File: config.mk
export PLATFORM = sky130hd
export DESIGN_NAME = ucode_seq
export DESIGN_NICKNAME = d
export VERILOG_FILES = /design/src/rtl/ucode_seq_pkg.sv /design/src/rtl/ucode_store.sv /design/src/rtl/ucode_seq.sv
export SDC_FILE = /design/constraint.sdc
export NUM_CORES = 1
export LEC_CHECK = 0
export ABC_AREA = 0
export ABC_CLOCK_PERIOD_IN_PS = 4000
export BUFFER_PORTS_ARGS = -buffer_cell sky130_fd_sc_hd__clkbuf_2
export CAP_MARGIN = 15
export CORE_MARGIN = 1.5
export CORE_UTILIZATION = 55
export DETAILED_ROUTE_END_ITERATION = 12
export GPL_TIMING_DRIVEN = 0
export PLACE_DENSITY = 0.82
export RECOVER_POWER = 50
export SYNTH_ARGS = -nofsm -noshare
export SYNTH_HDL_FRONTEND = slang
export SYNTH_SLANG_ARGS = --single-unit
File: constraint.sdc
create_clock -name clk -period 4 [get_ports clk]
set_input_delay 0.6 -clock clk [delete_from_list [all_inputs] [get_ports clk]]
set_output_delay 0.6 -clock clk [all_outputs]
set_load 0.01 [all_outputs]
File: src/rtl/ucode_seq_pkg.sv
// ucode_seq_pkg: shared definitions for the microcode sequencer.
//   - op_t        : microcode op codes (codes 5-7 are illegal)
//   - CFG_SEL_*   : configuration write targets
//   - DEF_*       : default program loaded on reset
//   - def_op / def_target : default microcode word for a given index
package ucode_seq_pkg;

  localparam int unsigned OP_W = 3;

  typedef enum logic [OP_W-1:0] {
    OP_SEQ   = 3'd0,
    OP_DISP1 = 3'd1,
    OP_JUMP  = 3'd2,
    OP_DISP2 = 3'd3,
    OP_RET   = 3'd4
  } op_t;

  localparam logic [1:0] CFG_SEL_UCODE = 2'd0;
  localparam logic [1:0] CFG_SEL_DISP1 = 2'd1;
  localparam logic [1:0] CFG_SEL_DISP2 = 2'd2;
  localparam logic [1:0] CFG_SEL_RSVD  = 2'd3;

  localparam int unsigned DEF_JUMP_TARGET = 7;
  localparam int unsigned DEF_DISP1 [4] = '{4, 5, 6, 6};
  localparam int unsigned DEF_DISP2 [4] = '{11, 12, 12, 12};

  // Default program: 0-2 SEQ, 3 DISP1, 4-5 JUMP 7, 6-9 SEQ, 10 DISP2,
  // everything from 11 upward RET.
  function automatic op_t def_op(input int unsigned idx);
    if (idx <= 2)                 return OP_SEQ;
    else if (idx == 3)            return OP_DISP1;
    else if (idx <= 5)            return OP_JUMP;
    else if (idx <= 9)            return OP_SEQ;
    else if (idx == 10)           return OP_DISP2;
    else                          return OP_RET;
  endfunction

  function automatic int unsigned def_target(input int unsigned idx);
    if (idx == 4 || idx == 5) return DEF_JUMP_TARGET;
    else                      return 0;
  endfunction

endpackage

File: src/rtl/ucode_store.sv
// ucode_store: microcode and dispatch-table storage with default load.
// Ports:
//   clk, rst        : clock, synchronous active-high reset (loads defaults)
//   we, sel, addr,
//   data            : write port (sel picks microcode / disp1 / disp2)
//   rd_addr         : microcode read address (combinational read)
//   y               : dispatch index for both tables
//   op, target      : microcode word at rd_addr
//   disp1_next,
//   disp2_next      : dispatch table entries selected by y
module ucode_store
  import ucode_seq_pkg::*;
#(
  parameter int unsigned STATE_W = 4
) (
  input  logic                    clk,
  input  logic                    rst,
  input  logic                    we,
  input  logic [1:0]              sel,
  input  logic [STATE_W-1:0]      addr,
  input  logic [OP_W+STATE_W-1:0] data,
  input  logic [STATE_W-1:0]      rd_addr,
  input  logic [1:0]              y,
  output logic [OP_W-1:0]         op,
  output logic [STATE_W-1:0]      target,
  output logic [STATE_W-1:0]      disp1_next,
  output logic [STATE_W-1:0]      disp2_next
);

  localparam int unsigned DEPTH = 2**STATE_W;

  logic [OP_W+STATE_W-1:0] mem   [DEPTH];
  logic [STATE_W-1:0]      disp1 [4];
  logic [STATE_W-1:0]      disp2 [4];

  always_ff @(posedge clk) begin
    if (rst) begin
      for (int unsigned i = 0; i < DEPTH; i++) begin
        mem[i] <= {def_op(i), STATE_W'(def_target(i))};
      end
      for (int unsigned i = 0; i < 4; i++) begin
        disp1[i] <= STATE_W'(DEF_DISP1[i]);
        disp2[i] <= STATE_W'(DEF_DISP2[i]);
      end
    end else if (we) begin
      unique case (sel)
        CFG_SEL_UCODE: mem[addr]         <= data;
        CFG_SEL_DISP1: disp1[addr[1:0]]  <= data[STATE_W-1:0];
        CFG_SEL_DISP2: disp2[addr[1:0]]  <= data[STATE_W-1:0];
        CFG_SEL_RSVD:  ;
      endcase
    end
  end

  assign {op, target} = mem[rd_addr];
  assign disp1_next   = disp1[y];
  assign disp2_next   = disp2[y];

endmodule

File: src/rtl/ucode_seq.sv
// ucode_seq: microcode sequencer with two dispatch tables.
// Ports:
//   clk, rst     : clock, synchronous active-high reset
//   start        : begin a run at state 0 (ignored while busy)
//   y            : branch condition for DISP1/DISP2
//   cfg_we, cfg_sel, cfg_addr, cfg_data : configuration write (IDLE only)
//   state        : current microcode address
//   busy         : run in progress
//   done         : one-cycle pulse after RET
//   err          : sticky illegal-opcode flag, cleared by accepted start
//   cfg_rej      : one-cycle pulse when a write arrives while busy
//   run_cycles   : RUN-cycle counter, only with UCODE_SEQ_CYCLE_CNT_EN
module ucode_seq
  import ucode_seq_pkg::*;
#(
  parameter int unsigned STATE_W = 4,
  parameter int unsigned CNT_W   = 8
) (
  input  logic                    clk,
  input  logic                    rst,
  input  logic                    start,
  input  logic [1:0]              y,
  input  logic                    cfg_we,
  input  logic [1:0]              cfg_sel,
  input  logic [STATE_W-1:0]      cfg_addr,
  input  logic [OP_W+STATE_W-1:0] cfg_data,
  output logic [STATE_W-1:0]      state,
  output logic                    busy,
  output logic                    done,
  output logic                    err,
  output logic                    cfg_rej
`ifdef UCODE_SEQ_CYCLE_CNT_EN
  ,
  output logic [CNT_W-1:0]        run_cycles
`endif
);

  typedef enum logic {
    S_IDLE = 1'b0,
    S_RUN  = 1'b1
  } fsm_t;

  fsm_t               fsm, fsm_nxt;
  logic [STATE_W-1:0] state_nxt;
  logic               err_nxt;
  logic               done_nxt;
  logic               store_we;
  logic [OP_W-1:0]    op;
  logic [STATE_W-1:0] target;
  logic [STATE_W-1:0] disp1_next;
  logic [STATE_W-1:0] disp2_next;

  // Writes land only in IDLE; a same-cycle start then reads the new contents.
  assign store_we = cfg_we && (fsm == S_IDLE);
  assign busy     = (fsm == S_RUN);

  ucode_store #(
    .STATE_W (STATE_W)
  ) u_store (
    .clk        (clk),
    .rst        (rst),
    .we         (store_we),
    .sel        (cfg_sel),
    .addr       (cfg_addr),
    .data       (cfg_data),
    .rd_addr    (state),
    .y          (y),
    .op         (op),
    .target     (target),
    .disp1_next (disp1_next),
    .disp2_next (disp2_next)
  );

  always_ff @(posedge clk) begin
    if (rst) begin
      fsm     <= S_IDLE;
      state   <= '0;
      err     <= 1'b0;
      done    <= 1'b0;
      cfg_rej <= 1'b0;
    end else begin
      fsm     <= fsm_nxt;
      state   <= state_nxt;
      err     <= err_nxt;
      done    <= done_nxt;
      cfg_rej <= cfg_we && (fsm == S_RUN);
    end
  end

  always_comb begin
    fsm_nxt   = fsm;
    state_nxt = state;
    err_nxt   = err;
    done_nxt  = 1'b0;
    unique case (fsm)
      S_IDLE: begin
        if (start) begin
          fsm_nxt   = S_RUN;
          state_nxt = '0;
          err_nxt   = 1'b0;
        end
      end
      S_RUN: begin
        case (op)
          OP_SEQ:   state_nxt = state + 1'b1;
          OP_DISP1: state_nxt = disp1_next;
          OP_JUMP:  state_nxt = target;
          OP_DISP2: state_nxt = disp2_next;
          OP_RET: begin
            state_nxt = '0;
            fsm_nxt   = S_IDLE;
            done_nxt  = 1'b1;
          end
          default: begin
            state_nxt = '0;
            fsm_nxt   = S_IDLE;
            err_nxt   = 1'b1;
          end
        endcase
      end
    endcase
  end

`ifdef UCODE_SEQ_CYCLE_CNT_EN
  always_ff @(posedge clk) begin
    if (rst) begin
      run_cycles <= '0;
    end else if (fsm == S_IDLE && start) begin
      run_cycles <= '0;
    end else if (fsm == S_RUN && run_cycles != '1) begin
      run_cycles <= run_cycles + 1'b1;
    end
  end
`endif

endmodule

==> key figures, run 1 <==
Status
  • Status: complete, but fails checks
  • Failing checks: max-capacitance violations, max-slew violations

Logic synthesis
  • Yosys warns: 0
  • Primary FF master, synth: edfxtp_1
  • Ys async rst share: 0%
  • Syn Area/Cell: around 14 um^2
  • Sequential fraction of the synthesis area: 62.1%
  • Cell Area, Synth: between 7000 and 8000 um^2
  • Post-synth EDFFs: ~140
  • Distinct cells, synth: 52
  • Post-synth top area cell: edfxtp_1
  • Synth Net Count: around 540
  • Area contributors post-synth: edfxtp_1, mux4_2, and2_1
  • Post-synth top area share: around three fifths
  • Seq cells post-synth: about 160
  • Syn Inst Count: between 500 and 600

Pwr
  • Seq pwr share: between 40 and 50%
  • Cell Pwr Density: around 470 nW/um^2
  • Worst vdd ir: approximately 280 uV
  • P_int: around 3000 uW
  • Clk network pwr share: about 42%
  • Switching share of power: between 20% and 30%
  • Leakage power: just over 0.003 uW
  • Comb pwr share: approximately 10%
  • Net switching power: between 800 and 900 uW

Setup path
  • Worst path cell trace: nor4b_1 > nand2b_1 > nor4_1 > or2_2
  • WP data required: between 4 and 5 ns
  • Slowest cell delay on critical path: between 1 and 1.5 ns
  • Critical path class: reg -> reg
  • Slowest cell on crit path: nor4_1
  • Nature of the critical path startpoint: register
  • Worst EP arrival: around 3.4 ns
  • Critical Path Fanout Max: 8
  • Critical Path Sink Type: register

Layout
  • Area grow syn2layout: 12.9%
  • Fin util: between 60 and 70%
  • Most common cell after layout, fill and taps aside: edfxtp_1
  • Layout Nets: between 500 and 600
  • Fin cells: 756
  • Share of layout cells above drive strength 1: about 16%
  • # fillers: approximately 950
  • Most frequent cells in the layout: edfxtp_1, and3_1, clkbuf_1, and2_0, nand2_1
  • Final instance area: 8290 um^2
  • Ant. Diodes: 0

Floorplan
  • Die Height: around 120 um
  • Initial Util: a little under three fifths
  • Ports: 27
  • Cell row count: 42
  • Core ar.: around 13000 um^2
  • Die area: around 14000 um^2
  • Die width: about 120 um

Timing
  • Slew Viols, Final: 9
  • Fin crit period: 3.28 ns
  • RSZ-0062 raised after global routing: false
  • Fmax achieved: 305 MHz
  • # setup viols final: 0
  • Worst-Margin Slew: 1.70 ns
  • Hold slack: about 0.46 ns
  • Worst slew margin: -14.2%
  • Tcrit/Tclk final: between 80 and 90%
  • Setup TNS Final: 0 ns
  • Clock skew: a little under 0.006 ns
  • Hold Fails Final Rpt: 0

Routing
  • WL final: 18200 um
  • Detailed-route via count: 4781
  • Post-DRT Antenna Nets: 0
  • DRT iter0 DRCs: between 400 and 500
  • Post-DR vias/cell: 6.32
  • DRC Markers: 0
  • Drt wl/cell: about 24 um
  • Drt first pass iters: 5

Clocking
  • Post-cts hold buffer count: 0
  • Deepest clock path buffer count: 2
  • Clock transition at path regs: ~0.060 ns
  • TritonCTS Buffers: 17
  • CTS tree: done
  • PostCTS Resize Cnt: 0
  • Clock net sink count: 156
  • Setup Fix Bufs, Post-CTS: 0
  • H-tree level count: 4
  • Root buffer cell: clkbuf_16
  • Clock Latency Late Sink: approximately 0.43 ns

Placement
  • Cells after DPL: between 700 and 800
  • Number of port buffers: 24
  • Area after DPL: approximately 7700 um^2
  • GPL Wtd Cong: 0.882
  • Post-DP HPWL: 12300 um

Global routing
  • Number of global-route vias before repair: roughly 4700
  • Tot GR Track Use: 27.3%
  • Total global routing overflow: 0
  • Largest net degree at the start of global routing: 17
  • First-pass GRT wire length: between 20000 and 30000 um
  • Antenna violations before repair: 0

Min path
  • Hold Crit Class: in -> reg

Flow run
  • Max-Cap Viols: 1
synthesized netlist by cell type, types with 11 or more instances:
| cell | number |
|---|---|
| edfxtp_1 | 144 |
| dfxtp_1 | 12 |
| o21ai_0 | 11 |
| nand2_1 | 32 |
| nor2_1 | 18 |
| and3_1 | 47 |
| mux4_2 | 25 |
| a22oi_1 | 11 |
| clkbuf_1 | 27 |
| and2_1 | 67 |
| nand2b_1 | 16 |
| mux2i_1 | 18 |
sequential cells by signal (all words and copies together), names as in the netlist, named ones only:
signal and flops:
u_store.disp1 16, cfg_rej 1, err 1, u_store.mem 112, busy 1, done 1
state 4, u_store.disp2 16
worst max-delay path, delay by kind of cell, from the launching register on:
| kind | cells | cell delay (ns) |
|---|---|---|
| DFF | 1 | 0.32 |
| and+or+nand+nor | 4 | 2.65 |
cell families (layout without fill, tap and decap cells):
family	after synthesis	in the layout	synth area share, %
flops	156	156	62.1
mux	52	52	13.0
fa+ha+maj	1	1	0.170
buf+inv	47	108	3.15
xor+xnor	2	2	0.239
compound gates	40	40	3.85
simple gates	221	221	17.5
cell type report:
cell class                 instances  area, um^2  area share, %
inverter                           8        30.0          0.362
tap                              176         220           2.66
timing repair buffer              30         139           1.67
multi-input combinational        316        2540           30.6
clock buffer                      17         425           5.13
sequential                       156        4560           55.0
clock inverter                    14         176           2.13
buffer                            39         200           2.41
final timing paths:
kind | startpoint | endpoint | slack (ns) | cells past startpoint
setup reg to reg | busy | u_store.mem[3][2] | 0.72 | 4
hold reg to reg | err | err | 0.50 | 1
setup / recovery | busy | u_store.mem[3][2] | 0.72 | 4
hold / removal | start | busy | 0.46 | 3
layer usage:
metal  wire [um]  global-route usage (%)  share of wire [%]
met5           0                       0                  0
met4         744                    13.7                4.1
met3        1980                    5.94                 11
met2        9000                    43.6                 49
met1        6510                    35.7                 36
per-stage QoR:
step / power [uW] / setup slack, ns
global placement: 2280 / 0.793
floorplan: 2150 / 1.67
global route: 4010 / 0.748
detailed placement: 2290 / 0.717
CTS: 3910 / 1.06
finish: 3920 / 0.724
power by group through the flow:
stage | clock network, uW | logic [uW] | registers (uW)
4_1_cts | 1650 | 396 | 1860
3_5_place_dp | 0 | 393 | 1900
3_3_place_gp | 0 | 384 | 1890
2_1_floorplan | 0 | 263 | 1890
5_1_grt | 1720 | 425 | 1870
6_report | 1650 | 405 | 1860
Note: power is estimated with default switching activity, not from simulation.
==> run 2, diff against run 1 <==
--- a/config.mk
+++ b/config.mk
@@ -6,14 +6,14 @@
 export NUM_CORES = 1
 export LEC_CHECK = 0
 export ABC_AREA = 0
-export ABC_CLOCK_PERIOD_IN_PS = 4000
+export ABC_CLOCK_PERIOD_IN_PS = 2800
 export BUFFER_PORTS_ARGS = -buffer_cell sky130_fd_sc_hd__clkbuf_2
 export CAP_MARGIN = 15
 export CORE_MARGIN = 1.5
 export CORE_UTILIZATION = 55
 export DETAILED_ROUTE_END_ITERATION = 12
 export GPL_TIMING_DRIVEN = 0
-export PLACE_DENSITY = 0.82
+export PLACE_DENSITY = 0.85
 export RECOVER_POWER = 50
 export SYNTH_ARGS = -nofsm -noshare
 export SYNTH_HDL_FRONTEND = slang
==> constraint.sdc (replaced) <==
create_clock -name clk -period 2.8 [get_ports clk]
set_input_delay 0.42 -clock clk [delete_from_list [all_inputs] [get_ports clk]]
set_output_delay 0.42 -clock clk [all_outputs]
set_load 0.01 [all_outputs]
==> run 2 against run 1 <==
Compared with the run above: the run now ends clean; flip-flop and latch count did not move; wire length rose by 2.3%; largest cell class unchanged; register-to-register slack got worse by 0.58 ns; critical path depth rose by 1; clock skew rose by 0.00071 ns; worst setup slack got worse by 0.58 ns; power rose by 42%; final cell count fell by 0.26%; first-iteration DRC count rose by 12%; clock power rose by 41%.
==> key figures, run 2 (synthesis results as in run 1) <==
Layout
  • Share of layout cells above drive strength 1: between 10% and 20%
  • Layout Nets: between 500 and 600
  • Most flop-heavy register: u_store.mem
  • Largest regs: u_store.mem x112, u_store.disp1 x16, u_store.disp2 x16
  • Fin cells: approximately 750
  • Area grow syn2layout: 12.9%
  • Most frequent cells in the layout: edfxtp_1, and3_1, and2_1
  • Max reg flops: 112
  • Most common cell after layout, fill and taps aside: edfxtp_1

Setup path
  • Worst EP arrival: 2.72 ns
  • Nature of the critical path startpoint: register
  • Critical path class: reg -> reg
  • WP data required: roughly 2.9 ns
  • Critical Path Sink Type: register
  • Worst path cell trace: nor4b_2 > nand2b_1 > inv_1 > nand3_1 > o21ai_1
  • Slowest cell delay on critical path: 0.79 ns
  • Slowest cell on crit path: o21ai_1
  • Critical Path Fanout Max: 10

Flow run
  • Max-Cap Viols: 0

Floorplan
  • Die width: ~120 um
  • Initial Util: 55.9%
  • Core ar.: ~13000 um^2
  • Cell row count: 42
  • Die Height: 119 um
  • Ports: 27
  • Die area: 14100 um^2

Placement
  • Cells after DPL: 719
  • Post-DP HPWL: 12300 um
  • Number of port buffers: 24
  • GPL Wtd Cong: around 0.9

Clocking
  • Deepest clock path buffer count: 2
  • Clock transition at path regs: around 0.06 ns
  • Setup Fix Bufs, Post-CTS: 0
  • Clock Latency Late Sink: ~0.44 ns
  • Root buffer cell: clkbuf_16
  • CTS tree: done
  • TritonCTS Buffers: 17
  • Clock net sink count: about 160
  • H-tree level count: 4

Routing
  • Drt wl/cell: ~25 um
  • DRT iter0 DRCs: between 500 and 600
  • DRC Markers: 0
  • Drt first pass iters: 6
  • Post-DR vias/cell: about 6.5
  • Post-DRT Antenna Nets: 0
  • Detailed-route via count: between 4000 and 5000
  • WL final: around 19000 um

Timing
  • Fmax achieved: 377 MHz
  • Worst slew margin: between 40% and 50%
  • Setup TNS Final: 0 ns
  • # setup viols final: 0
  • Tcrit/Tclk final: between 90% and 100%
  • Hold Fails Final Rpt: 0
  • Slew Viols, Final: 0
  • Worst-Margin Slew: about 0.82 ns
  • RSZ-0062 raised after global routing: false
  • Clock skew: approximately 0.0066 ns
  • Fin crit period: approximately 2.7 ns

Global routing
  • Total global routing overflow: 0
  • Largest net degree at the start of global routing: 17
  • First-pass GRT wire length: approximately 28000 um
  • Number of global-route vias before repair: between 4000 and 5000
  • Tot GR Track Use: 28.1%
  • Antenna violations before repair: 0

Status
  • Status: completed

Pwr
  • Worst vdd ir: 402 uV
  • Leakage power: slightly above 0.003 uW
  • Cell Pwr Density: approximately 670 nW/um^2

Min path
  • Hold Crit Class: in -> reg
-- run 2: cell count changes in the layout (fill, tap and decap cells not counted), sizes merged --
cell      before  now
clkinv         7    6
buf            9    8
inv            9   11
diode          0    1
clkinvlp       2    3
clkbuf        77   74
bufinv         4    3
-- run 2: timing repair --
action	in CTS	in global routing
hold buffers	0	0
setup endpoints to repair	44	30
gates resized for setup	6	4
-- run 2: final timing paths --
path | from | endpoint | slack, ns | cells after the start
worst min register to register | err | err | 0.52 | 1
worst max register to register | busy | u_store.mem[13][2] | 0.15 | 5
worst max-delay path | busy | u_store.mem[13][2] | 0.15 | 5
worst min-delay path | start | busy | 0.29 | 3
-- run 2: area by class of cell --
class                      count  area, um^2
antenna                        1        2.50
buffer                        38         196
clock buffer                  17         425
clock inverter                15         169
fill                         977        4840
inverter                       8        30.0
multi-input combinational    316        2560
sequential                   156        4560
tap                          176         220
timing repair buffer          27         123
-- run 2: power breakdown --
group	switching, uW	leakage (uW)	internal (uW)
logic	360	0.00125	221
registers	35.4	0.00151	2630
clock network	936	0.000283	1400
-- run 2: through the flow --
step	setup WS, ns	util [%]	hold slack (ns)	cell area (um^2)	total power, uW
after detailed placement	-0.250	58.5	0.515	7680	3270
final	0.147	63.1	0.286	8290	5570
after global routing	0.00489	63.1	0.284	8290	5690
after global placement	-0.210	58.5	0.480	7680	3250
after CTS	0.00331	63.1	0.278	8290	5540
after floorplan	0.653	-	0.540	7340	3070
-- run 2: critical path, delay by kind of cell, from the launching register on --
kind,cells,cell delay [ns]
and+or+nand+nor,3,1.05
AOI/OAI and AO/OA,1,0.79
DFF,1,0.33
buffers and inverters,1,0.11
-- run 2: routing by layer --
layer  global-route usage (%)  share of wire [%]  up-vias
li1                         -                  -     2044
met1                     36.0                 36     2403
met2                     46.0                 51      340
met3                     7.14                 10       78
met4                     11.7                3.5        0
met5                        0                  0        -
